==> src/rtl/arb_pkg.sv <==
// Shared types and helpers for the arbiter grant mux.
// Optional feature macro used by this slice: ARB_MUX_LAST_LOCK_EN (packet lock until req_last).
package arb_pkg;

    localparam int NUM_CLIENTS_DEF = 4;
    // Width of the vector accepted by onehot_to_idx; bounds NUM_CLIENTS.
    localparam int OH_VEC_W        = 32;

    typedef logic [$clog2(NUM_CLIENTS_DEF)-1:0] client_idx_t;

    typedef enum logic {
        IDLE = 1'b0,
        XFER = 1'b1
    } mux_state_e;

    // Index of the lowest set bit; 0 when the vector is empty.
    function automatic int onehot_to_idx(input logic [OH_VEC_W-1:0] vec);
        int idx;
        idx = 0;
        for (int i = OH_VEC_W - 1; i >= 0; i--) begin
            if (vec[i]) begin
                idx = i;
            end
        end
        return idx;
    endfunction

endpackage

==> src/rtl/arb_skid_buf.sv <==
// Two-entry valid/ready skid buffer. Entry 0 is always the head; the output
// fields come straight from registers so the downstream side sees no logic.
module arb_skid_buf #(
    parameter int W = 8
) (
    input  logic         clk,
    input  logic         rst,
    input  logic         i_valid,
    input  logic [W-1:0] i_data,
    output logic         o_ready,
    output logic         o_valid,
    output logic [W-1:0] o_data,
    input  logic         i_ready
);

    logic [W-1:0] r_mem0;
    logic [W-1:0] r_mem1;
    logic [1:0]   r_count;
    logic         w_push;
    logic         w_pop;

    // Handshake decode; ready depends only on the registered fill level.
    always_comb begin
        o_ready = (r_count != 2'd2);
        o_valid = (r_count != 2'd0);
        o_data  = r_mem0;
        w_push  = i_valid && o_ready;
        w_pop   = o_valid && i_ready;
    end

    // Storage and fill level; push/pop together keeps the count and shifts the queue.
    always_ff @(posedge clk or posedge rst) begin
        if (rst) begin
            r_mem0  <= {W{1'b0}};
            r_mem1  <= {W{1'b0}};
            r_count <= 2'd0;
        end else begin
            case ({w_push, w_pop})
                2'b10: begin
                    if (r_count == 2'd0) begin
                        r_mem0 <= i_data;
                    end else begin
                        r_mem1 <= i_data;
                    end
                    r_count <= r_count + 2'd1;
                end
                2'b01: begin
                    r_mem0  <= r_mem1;
                    r_count <= r_count - 2'd1;
                end
                2'b11: begin
                    if (r_count == 2'd1) begin
                        r_mem0 <= i_data;
                    end else begin
                        r_mem0 <= r_mem1;
                        r_mem1 <= i_data;
                    end
                end
                default: begin
                    r_count <= r_count;
                end
            endcase
        end
    end

endmodule

==> src/rtl/arb_grant_mux.sv <==
// Grant-driven client mux: locks onto the arbiter's granted client, forwards
// its beats through a 2-entry skid buffer and returns per-client ready.
// Optional feature: define ARB_MUX_LAST_LOCK_EN to hold the selection until a
// beat with req_last=1 transfers (no packet interleaving). Without it the
// mux re-arbitrates after every beat. NUM_CLIENTS must be in 2..32.
module arb_grant_mux
    import arb_pkg::*;
#(
    parameter int NUM_CLIENTS = NUM_CLIENTS_DEF,
    parameter int DATA_W      = 32
) (
    input  logic                            clk,
    input  logic                            rst,
    input  logic [NUM_CLIENTS-1:0]          grant,
    input  logic [NUM_CLIENTS-1:0]          req_valid,
    input  logic [NUM_CLIENTS*DATA_W-1:0]   req_data,
    input  logic [NUM_CLIENTS-1:0]          req_last,
    output logic [NUM_CLIENTS-1:0]          req_ready,
    output logic                            out_valid,
    output logic [DATA_W-1:0]               out_data,
    output logic                            out_last,
    output logic [$clog2(NUM_CLIENTS)-1:0]  out_client,
    input  logic                            out_ready,
    output logic                            busy
);

    localparam int IDX_W = $clog2(NUM_CLIENTS);
    localparam int BUF_W = DATA_W + 1 + IDX_W;

    mux_state_e             r_state;
    mux_state_e             w_state_nxt;
    logic [NUM_CLIENTS-1:0] r_sel;
    logic [IDX_W-1:0]       r_sel_idx;

    logic [OH_VEC_W-1:0]    w_grant_ext;
    logic [IDX_W-1:0]       w_grant_idx;
    logic [NUM_CLIENTS-1:0] w_grant_oh;
    logic                   w_grant_ok;
    logic                   w_latch;

    logic                   w_sel_valid;
    logic                   w_sel_last;
    logic [DATA_W-1:0]      w_sel_data;
    logic                   w_push;
    logic                   w_buf_ready;
    logic                   w_buf_valid;
    logic [BUF_W-1:0]       w_buf_in;
    logic [BUF_W-1:0]       w_buf_out;

    // Reduce a (possibly multi-hot) grant to its lowest client and qualify it with that client's valid.
    always_comb begin
        w_grant_ext                  = {OH_VEC_W{1'b0}};
        w_grant_ext[NUM_CLIENTS-1:0] = grant;
        w_grant_idx                  = IDX_W'(onehot_to_idx(w_grant_ext));
        w_grant_oh                   = NUM_CLIENTS'(1'b1) << w_grant_idx;
        w_grant_ok                   = (grant != {NUM_CLIENTS{1'b0}}) && req_valid[w_grant_idx];
    end

    // AND-OR mux of the selected client's fields; r_sel is one-hot or zero.
    always_comb begin
        w_sel_valid = |(req_valid & r_sel);
        w_sel_last  = |(req_last & r_sel);
        w_sel_data  = {DATA_W{1'b0}};
        for (int i = 0; i < NUM_CLIENTS; i++) begin
            w_sel_data = w_sel_data | (req_data[i*DATA_W +: DATA_W] & {DATA_W{r_sel[i]}});
        end
    end

    // Client-side handshake: only the locked client sees ready, and only while the buffer has room.
    always_comb begin
        if ((r_state == XFER) && w_buf_ready) begin
            req_ready = r_sel;
        end else begin
            req_ready = {NUM_CLIENTS{1'b0}};
        end
        w_push   = (r_state == XFER) && w_sel_valid && w_buf_ready;
        w_buf_in = {r_sel_idx, w_sel_last, w_sel_data};
    end

    // Next-state logic: IDLE waits for a usable grant, XFER ends on a transferred beat (or last beat when locked).
    always_comb begin
        w_state_nxt = r_state;
        w_latch     = 1'b0;
        case (r_state)
            IDLE: begin
                if (w_grant_ok) begin
                    w_state_nxt = XFER;
                    w_latch     = 1'b1;
                end else begin
                    w_state_nxt = IDLE;
                end
            end
            XFER: begin
                if (w_push) begin
`ifdef ARB_MUX_LAST_LOCK_EN
                    if (w_sel_last) begin
                        w_state_nxt = IDLE;
                    end else begin
                        w_state_nxt = XFER;
                    end
`else
                    w_state_nxt = IDLE;
`endif
                end else begin
                    w_state_nxt = XFER;
                end
            end
            default: begin
                w_state_nxt = IDLE;
            end
        endcase
    end

    // State register.
    always_ff @(posedge clk or posedge rst) begin
        if (rst) begin
            r_state <= IDLE;
        end else begin
            r_state <= w_state_nxt;
        end
    end

    // Selection register: captured only on the IDLE->XFER edge so grant changes in XFER are ignored.
    always_ff @(posedge clk or posedge rst) begin
        if (rst) begin
            r_sel     <= {NUM_CLIENTS{1'b0}};
            r_sel_idx <= {IDX_W{1'b0}};
        end else if (w_latch) begin
            r_sel     <= w_grant_oh;
            r_sel_idx <= w_grant_idx;
        end else begin
            r_sel     <= r_sel;
            r_sel_idx <= r_sel_idx;
        end
    end

    arb_skid_buf #(
        .W (BUF_W)
    ) u_skid (
        .clk     (clk),
        .rst     (rst),
        .i_valid (w_push),
        .i_data  (w_buf_in),
        .o_ready (w_buf_ready),
        .o_valid (w_buf_valid),
        .o_data  (w_buf_out),
        .i_ready (out_ready)
    );

    // Output stream fields come directly from the buffer head registers.
    always_comb begin
        out_valid  = w_buf_valid;
        out_data   = w_buf_out[DATA_W-1:0];
        out_last   = w_buf_out[DATA_W];
        out_client = w_buf_out[BUF_W-1 -: IDX_W];
        busy       = (r_state != IDLE) || w_buf_valid;
    end

endmodule
==> config.mk <==
export PLATFORM = sky130hd
export DESIGN_NAME = arb_grant_mux
export DESIGN_NICKNAME = d
export VERILOG_FILES = /design/src/rtl/arb_pkg.sv /design/src/rtl/arb_skid_buf.sv /design/src/rtl/arb_grant_mux.sv
export SDC_FILE = /design/constraint.sdc
export NUM_CORES = 1
export LEC_CHECK = 0
export ABC_AREA = 1
export BUFFER_PORTS_ARGS = -buffer_cell sky130_fd_sc_hd__buf_4
export CAP_MARGIN = 20
export CORE_UTILIZATION = 52
export CTS_CLUSTER_SIZE = 12
export DETAILED_ROUTE_END_ITERATION = 16
export PLACE_DENSITY_LB_ADDON = 0.15
export SLEW_MARGIN = 0
export SYNTH_ARGS = -nofsm -noshare
export SYNTH_HDL_FRONTEND = slang
export SYNTH_SLANG_ARGS = --single-unit
==> constraint.sdc <==
create_clock -name clk -period 4.4 [get_ports clk]
set_input_delay 0.22 -clock clk [delete_from_list [all_inputs] [get_ports clk]]
set_output_delay 0.22 -clock clk [all_outputs]
set_load 0.05 [all_outputs]
# Yosys cells after proc, flatten, opt, wreduce, memory -nomap -nowiden
# Index checks and enable logic that the tools add are counted.
# W data, S select, Z words.
# op_classes
n_addsub	2
magnitude_cmp	1
n_eq_ne	8
shifts	1
n_mux	18
n_bitwise	10
reduce_logical	17
# op_table
operator	count
$mux W35	4
$and A32 B32 Y32	4
$pmux W35 S3	1
$or A32 B32 Y32	3
$pmux W35 S2	1
$and A4 B4 Y4	2
$mux W2	4
$reduce_or A4 Y1	2
$logic_and A1 B1 Y1	6
$ne A2 B2 Y1 const B	3
$reduce_bool A2 Y1	3
$eq A2 B1 Y1 const B	2
$eq A2 B2 Y1 const B	2
$mux W1	4
$mux W4	1
$pmux W2 S2	1
$reduce_bool A4 Y1	1
$shl A1 B2 Y4 const A	1
$lt A2 B3 Y1 const B	1
$reduce_and A3 Y1	1
$reduce_bool A3 Y1	1
$add A2 B1 Y2 const B	1
$bmux W1 S2	1
$logic_not A2 Y1	1
other kinds (6)	6
# word_totals
register_bits	79
input_bits	143
output_inout_bits	41

# Depth between registers and ports, before layout
# Gate-level depths: netlist of the first run.
# logic_depth
depth_word	9
depth_mapped	15
ltp_nobuf	14

# By module
# From an unflattened synthesis of the first run, not the netlist that was laid out.
# unflattened
hier_cells	699
hier_area_um2	4774.6
# by_module_without_submodules
mod	instances	cells_each	area_each_um2	seq_area_each_um2
arb_skid_buf	1	442	3475.8	1801.7
arb_grant_mux	1	257	1298.7	175.2

# Worst setup path after synthesis of the first run
# OpenSTA, ideal clock, no wires.
# synth_timing
path_type	register to register
startpoint	register u_skid.r_count[0]
endpoint	register u_skid.r_mem1[24]
setup_ps	117
arrival_ps	2220
required_ps	4283
slack_ps	2064
path_stages_with_launch	13
path_cell_list	dfrtp_1 -> inv_1 -> ha_1 -> inv_2 -> nand2_1 -> buf_4 -> buf_2 -> ha_1 -> o211ai_2 -> inv_2 -> buf_2 -> nand2_1 -> nand2_1
# synth_via
elab_cells_between_ends	14
classes_between	6 x eq/ne; 1 x mux; 7 x reduce/logical
# synth_lines
element	line_no	rtl
start: declaration	arb_skid_buf.sv:18	logic [1:0] r_count;
start signal: assignment	arb_skid_buf.sv:45	r_count <= r_count + 2'd1;
start signal: assignment	arb_skid_buf.sv:49	r_count <= r_count - 2'd1;
start signal: assignment	arb_skid_buf.sv:60	r_count <= r_count;
$reduce_bool A2 Y1 *	arb_skid_buf.sv:25	o_valid = (r_count != 2'd0);
named net out_valid	arb_grant_mux.sv:19	output logic out_valid,
$logic_and A1 B1 Y1 *	arb_skid_buf.sv:28	w_pop = o_valid && i_ready;
$eq A2 B2 Y1	arb_skid_buf.sv:38	case ({w_push, w_pop})
$ne A2 B2 Y1 (no line) / $reduce_bool A2 Y1 (equally long branches)	n/a	
$reduce_and A3 Y1 (no line)	n/a	
end signal: assignment	arb_skid_buf.sv:35	r_mem1 <= {W{1'b0}};
end signal: assignment	arb_skid_buf.sv:43	r_mem1 <= i_data;
end signal: assignment	arb_skid_buf.sv:56	r_mem1 <= i_data;
end: declaration	arb_skid_buf.sv:17	logic [W-1:0] r_mem1;
# The timed path passes the listed nets; every way through them passes the cells marked *.
# A chain may end at the register's enable or synchronous reset.

# Worst setup path in the final report of the first run
# layout_timing
startpoint	register u_skid.r_count[0]
endpoint	register u_skid.r_mem1[2]
# layout_via
elab_chain_len	6
elab_cells_between_ends	14
classes_between	6 x eq/ne; 1 x mux; 7 x reduce/logical
# layout_rtl
element	line_no	rtl
$ne A2 B2 Y1	arb_skid_buf.sv:24	o_ready = (r_count != 2'd2);
$logic_and A1 B1 Y1	arb_grant_mux.sv:76	w_push = (r_state == XFER) && w_sel_valid && w_buf_ready;
$logic_and A1 B1 Y1	arb_skid_buf.sv:27	w_push = i_valid && o_ready;
$eq A2 B2 Y1	arb_skid_buf.sv:38	
$ne A2 B2 Y1 (no line) / $reduce_bool A2 Y1 (equally long branches)	n/a	
$reduce_and A3 Y1 (no line)	n/a	
# Several ways; a longest one is shown, not always the timed one.

==> flow_metrics.env, run 1 <==
export IMPL_post_cts_buffers=0
export IMPL_htreeDepth=3
export IMPL_ctsHoldBuffers=0
export IMPL_io_pins=184
export IMPL_rows=33
export IMPL_grt_pass1_vias=4702
export IMPL_wl_met1_mm=5.30
export IMPL_setup_violations=0
export IMPL_end_kind="flop"
export IMPL_peakVddDrop_v=0.000371
export IMPL_leakagePower_nw=3.46
export IMPL_top_layer="met4"
export IMPL_route_met3_wl_um=831
export IMPL_die_x_um=96.0
export IMPL_clk_latency_ns=0.34
export IMPL_drt_total_wl_mm=12.6
export IMPL_pwr_share_seq=0.297
export IMPL_cap_violations=0
export IMPL_portBuffers=183
export IMPL_synth_simple_gate_area_frac=0.456
export IMPL_fin_skew_ns=0.00626
export IMPL_grt_max_degree=80
export IMPL_ys_flop_type="dfrtp_1"
export IMPL_drtIter0Drc=242
export IMPL_ys_seq_area_frac=0.430
export IMPL_dr_pass1_iters=4
export IMPL_grt_antenna_before_repair=0
export IMPL_fin_nets=998
export IMPL_p_comb_frac=0.577
export IMPL_timing_final_crit_share=0.671
export IMPL_gp_congestion=0.784
export IMPL_synthAdderAreaFrac=0.0163
export IMPL_n_antenna_cell=0
export IMPL_cts_reportedPaths_clkPinSlew_ns=0.07
export IMPL_clockRootBuffer="clkbuf_8"
export IMPL_tightest_slew_ns=0.972
export IMPL_fin_tns_setup_ns=0
export IMPL_synthXorXnorAreaFrac=0.00381
export IMPL_synth_area_mux_share=0
export IMPL_syn_nets=836
export IMPL_post_drt_via_cell_ratio=5.21
export IMPL_synth_top_family_by_area="simple AND/OR/NAND/NOR gates"
export IMPL_hpwl_mm=8.69
export IMPL_intPower_mw=1.93
export IMPL_p_sw_mw=1.94
export IMPL_fmax_mhz=339
export IMPL_crit_fanout=37
export IMPL_layout_common_cells="nand2_1 (415), buf_4 (189), dfrtp_1 (79)"
export IMPL_dieHeight_um=96.0
export IMPL_antenna_left=0
export IMPL_synth_compound_area_frac=0.0210
export IMPL_drive_above_1_share=0.256
export IMPL_grt_pass1_wl_mm=20.2
export IMPL_wl_met2_mm=6.16
export IMPL_clkPwrFrac=0.126
export IMPL_synth_avg_cell_area_sq_um=6.69
export IMPL_syn_area_sq_um=4590
export IMPL_wire_per_inst_um=13.1
export IMPL_netSwitchingFraction=0.502
export IMPL_grt_ovfl_total=0
export IMPL_synthArstFlopShare=1.00
export IMPL_tritoncts="built"
export IMPL_ys_ff_latch=79
export IMPL_syn_instance_count=687
export IMPL_final_common_cell="nand2_1"
export IMPL_cellPowerDensity_nw_per_um2=631
export IMPL_ys_types=21
export IMPL_yosys_warnings=0
export IMPL_postLayoutCoreUtil=0.730
export IMPL_cts_path_max_buffers=2
export IMPL_status="completed"
export IMPL_core_sq_um=8380
export IMPL_initial_core_util=0.548
export IMPL_area_growth_syn_to_layout_pct=33.3
export IMPL_drc_errors=0
export IMPL_hold_violations=0
export IMPL_worstSetupPathType="reg2reg"
export IMPL_cts_resized=0
export IMPL_crit_path_start_kind="flop"
export IMPL_hp_class="in2async"
export IMPL_period_needed_ns=2.95
export IMPL_cts_inserted_buffers=9
export IMPL_die_area_sq_um=9220
export IMPL_synth_edf_count=0
export IMPL_slew_violations=0
export IMPL_grt_usage=0.283
export IMPL_relSlewSlack=0.352
export IMPL_cp_required_ns=4.64
export IMPL_dp_cells=943
export IMPL_clock_sinks=79
export IMPL_via_count=4995
export IMPL_rsz0062_at_grt="no"
export IMPL_cp_data_arrival_time_ns=3.20
export IMPL_finalNonFillerCells=959
-- metal layers --
metal,up-vias,track usage
li1,2465,-
met1,2303,0.345
met2,201,0.499
met3,26,0.0506
met4,0,0.106
met5,-,0
-- stage by stage --
stage | worst slack (ns) | cell area, sq um | hold WS, ns | total power, mW
4_1_cts | 1.49 | 6120 | 0.204 | 3.88
3_5_place_dp | 1.52 | 5950 | 0.460 | 3.39
2_1_floorplan | 2.06 | 4590 | 0.442 | 2.79
6_report | 1.45 | 6120 | 0.184 | 3.87
5_1_grt | 1.23 | 6120 | 0.227 | 4.17
3_3_place_gp | 1.74 | 5950 | 0.463 | 3.31
-- registers in the layout, indices dropped and copies added, names as in the netlist --
signal / cells
u_skid.o_data: 35
u_skid.r_mem1: 35
r_sel: 4
r_sel_idx: 2
u_skid.r_count: 2
r_state: 1
-- cell usage after synthesis, types with 2 or more instances --
cell type | instances | area share
nand2_1 | 416 | 0.34
dfrtp_1 | 79 | 0.43
nand3_1 | 45 | 0.049
nand4_1 | 35 | 0.048
inv_1 | 27 | 0.022
buf_2 | 16 | 0.017
clkbuf_1 | 12 | 0.0098
o21ai_0 | 11 | 0.012
nor2_1 | 10 | 0.0082
buf_4 | 7 | 0.011
ha_1 | 6 | 0.016
inv_2 | 5 | 0.0041
nand2_2 | 4 | 0.0054
buf_6 | 3 | 0.0074
o21ai_1 | 3 | 0.0033
nand2_4 | 2 | 0.0049
xnor2_1 | 2 | 0.0038
-- logic make-up (layout without fill, tap and decap cells) --
kind of cell / after synthesis / after routing
simple gates: 513 / 513
flops: 79 / 79
buf+inv: 70 / 237
compound gates: 17 / 17
fa+ha+maj: 6 / 6
xor+xnor: 2 / 2
-- power by group through the flow --
| stage | clock network, mW | registers (mW) | logic (mW) |
|---|---|---|---|
| 3_5_place_dp | 0 | 1.16 | 2.23 |
| 2_1_floorplan | 0 | 1.51 | 1.28 |
| 6_report | 0.486 | 1.15 | 2.23 |
| 3_3_place_gp | 0 | 1.15 | 2.16 |
| 4_1_cts | 0.491 | 1.15 | 2.24 |
| 5_1_grt | 0.525 | 1.18 | 2.47 |
-- layout make-up --
class	instances	area (sq um)
Clock buffer	13	159
Clock inverter	3	17.5
Fill cell	690	2260
Inverter	32	121
Multi-Input combinational cell	538	2300
Sequential cell	79	1980
Tap cell	105	131
Timing Repair Buffer	189	1420
-- worst max-delay path, stage by stage, from the launching register on --
cell and delay [ns]:
dfrtp_1 0.41, inv_1 0.10, ha_1 0.29, inv_2 0.07, nand2_2 0.09, inv_2 0.07, ha_1 0.26, o211ai_4 0.70
inv_2 0.51, o21ai_0 0.34
-- worst paths after layout --
path | start | end | slack [ns] | cells after the start
max | u_skid.r_count[0]$_DFFE_PP0P_ | u_skid.r_mem1[2]$_DFFE_PP0P_ | 1.45 | 9
max in group asynchronous | rst | u_skid.r_mem1[1]$_DFFE_PP0P_ | 3.60 | 3
min | rst | u_skid.o_data[18]$_DFFE_PP0P_ | 0.18 | 3
min in group clk | req_data[103] | u_skid.r_mem1[7]$_DFFE_PP0P_ | 0.21 | 5
min reg2reg | r_sel_idx[0]$_DFFE_PP0P_ | r_sel_idx[0]$_DFFE_PP0P_ | 0.48 | 2
max reg2reg | u_skid.r_count[0]$_DFFE_PP0P_ | u_skid.r_mem1[2]$_DFFE_PP0P_ | 1.45 | 9
No activity file was read; power rests on OpenSTA's default activity.
==> inputs of run 2 (changes only) <==
CORE_UTILIZATION = 49   (was 52)
clock period = 2.85 ns   (was 4.4 ns; I/O delays follow)
==> run 2 against run 1 <==
Compared with the run above: via count down 0.98%; clock power up 70%; core utilization down 3.5 points; register-to-register slack worse by 1.1 ns; hold slack worse by 0.052 ns; final cell count up 0.63%; highest routed layer unchanged.
==> flow_metrics.env, run 2 (synthesis gave the netlist of run 1 again) <==
export IMPL_status="completed"
export IMPL_fin_skew_ns=0.00791
export IMPL_crit_fanout=34
export IMPL_stdcell_area_sq_um=6180
export IMPL_fmax_mhz=403
export IMPL_setup_slack_ns=0.369
export IMPL_hp_class="in2reg"
export IMPL_finalPower_mw=6.10
export IMPL_cap_violations=0
export IMPL_via_count=4946
export IMPL_layout_common_cells="nand2_1 (415), buf_4 (190), dfrtp_1 (79)"
export IMPL_core_sq_um=8890
export IMPL_hpwl_mm=9.03
export IMPL_grt_usage=0.284
export IMPL_die_area_sq_um=9770
export IMPL_slowest_stage="nand2_2"
export IMPL_path_common_cell="nand2_1"
export IMPL_antenna_left=0
export IMPL_portBuffers=183
export IMPL_slew_violations=0
export IMPL_place_area_sq_um=5980
export IMPL_wire_per_inst_um=13.6
export IMPL_grt_ovfl_total=0
export IMPL_dieHeight_um=98.8
export IMPL_post_cts_buffers=0
export IMPL_worst_r2r_setup_slack_ns=0.37
export IMPL_htreeDepth=3
export IMPL_hold_violations=0
export IMPL_endpoint="u_skid.o_data[34]$_DFFE_PP0P_"
export IMPL_cpPeakStageDelay_ns=0.53
export IMPL_worst_r2r_path_depth=12
export IMPL_tritoncts="built"
export IMPL_gp_congestion=0.798
export IMPL_relSlewSlack=0.547
export IMPL_cts_reportedPaths_clkPinSlew_ns=0.09
export IMPL_clock_sinks=79
export IMPL_fin_tns_setup_ns=0
export IMPL_worstSetupPathType="reg2reg"
export IMPL_die_x_um=98.8
export IMPL_rsz0062_at_grt="no"
export IMPL_io_pins=184
export IMPL_drtIter0Drc=275
export IMPL_rows=34
export IMPL_worstReg2RegStart="u_skid.r_count[0]$_DFFE_PP0P_"
export IMPL_area_growth_syn_to_layout_pct=34.6
export IMPL_drc_errors=0
export IMPL_drt_total_wl_mm=13.1
export IMPL_cp_required_ns=3.13
export IMPL_drive_above_1_share=0.260
export IMPL_n_antenna_cell=0
export IMPL_place_ws_ns=0.403
export IMPL_final_common_cell="nand2_1"
export IMPL_clk_latency_ns=0.34
export IMPL_post_drt_via_cell_ratio=5.13
export IMPL_postLayoutCoreUtil=0.696
export IMPL_cp_data_arrival_time_ns=2.77
export IMPL_timing_final_crit_share=0.871
export IMPL_cts_resized=0
export IMPL_peakVddDrop_v=0.000545
export IMPL_tightest_slew_ns=0.677
export IMPL_initial_core_util=0.517
export IMPL_setup_violations=0
export IMPL_grt_pass1_vias=5013
export IMPL_grt_pass1_wl_mm=22.1
export IMPL_grt_max_degree=42
export IMPL_r2r_end="u_skid.o_data[34]$_DFFE_PP0P_"
export IMPL_grt_antenna_before_repair=0
export IMPL_period_needed_ns=2.48
export IMPL_fin_nets=1001
export IMPL_leakagePower_nw=3.48
export IMPL_ctsHoldBuffers=1
export IMPL_worstPathCellList="inv_1 -> ha_1 -> inv_2 -> nand2_2 -> inv_2 -> ha_1 -> nand2_1 -> nand2_2 -> inv_1 -> o21ai_1 -> nand2_1 -> nand2_1"
export IMPL_cts_path_max_buffers=2
export IMPL_cts_inserted_buffers=9
export IMPL_cellPowerDensity_nw_per_um2=986
export IMPL_clockRootBuffer="clkbuf_8"
export IMPL_startpoint="u_skid.r_count[0]$_DFFE_PP0P_"
export IMPL_end_kind="flop"
export IMPL_dr_pass1_iters=5
export IMPL_crit_path_start_kind="flop"
## run 2: layout make-up
type / instances / area (sq um)
clock inverters: 7 / 73.8
inverters: 32 / 121
multi-input cells: 538 / 2300
repair buffers: 192 / 1460
flip-flops and latches: 79 / 1980
fillers: 744 / 2710
well taps: 108 / 135
clock buffers: 9 / 124
## run 2: worst min path at each step
stage | start | endpoint | slack (ns) | depth (start not counted)
floorplan | req_data[106] | u_skid.r_mem1[10]$_DFFE_PP0P_ | 0.38 | 4
global placement | rst | u_skid.o_data[14]$_DFFE_PP0P_ | 0.44 | 2
detailed placement | rst | u_skid.o_data[14]$_DFFE_PP0P_ | 0.18 | 2
CTS | req_data[107] | u_skid.r_mem1[11]$_DFFE_PP0P_ | 0.12 | 5
global route | req_data[107] | u_skid.r_mem1[11]$_DFFE_PP0P_ | 0.14 | 5
finish | req_data[107] | u_skid.r_mem1[11]$_DFFE_PP0P_ | 0.13 | 5
## run 2: critical path: cells and delay by family (launching register included)
kind | cells | cell delay [ns]
buffers and inverters | 4 | 0.43
AND/OR/NAND/NOR | 5 | 0.89
adder cells (fa/ha/maj) | 2 | 0.53
AO/OA/AOI/OAI | 1 | 0.17
flip-flops | 1 | 0.40
## run 2: power by group
group	switching (mW)	leakage, nW	internal (mW)
registers	0.232	1.03	1.55
logic	2.42	2.36	1.07
clock network	0.421	0.0875	0.404
total	3.07	3.48	3.03
## run 2: per-layer routing
metal  track usage  part of all wire
met1         0.338              0.41
met2         0.518              0.49
met3        0.0468             0.081
met4        0.0964             0.016
met5             0                 0
## run 2: through the flow
step	hold WS, ns	instances
after floorplan	0.375	687
after detailed placement	0.180	948
after global placement	0.443	947
final	0.132	965
after CTS	0.120	965
after global routing	0.138	965
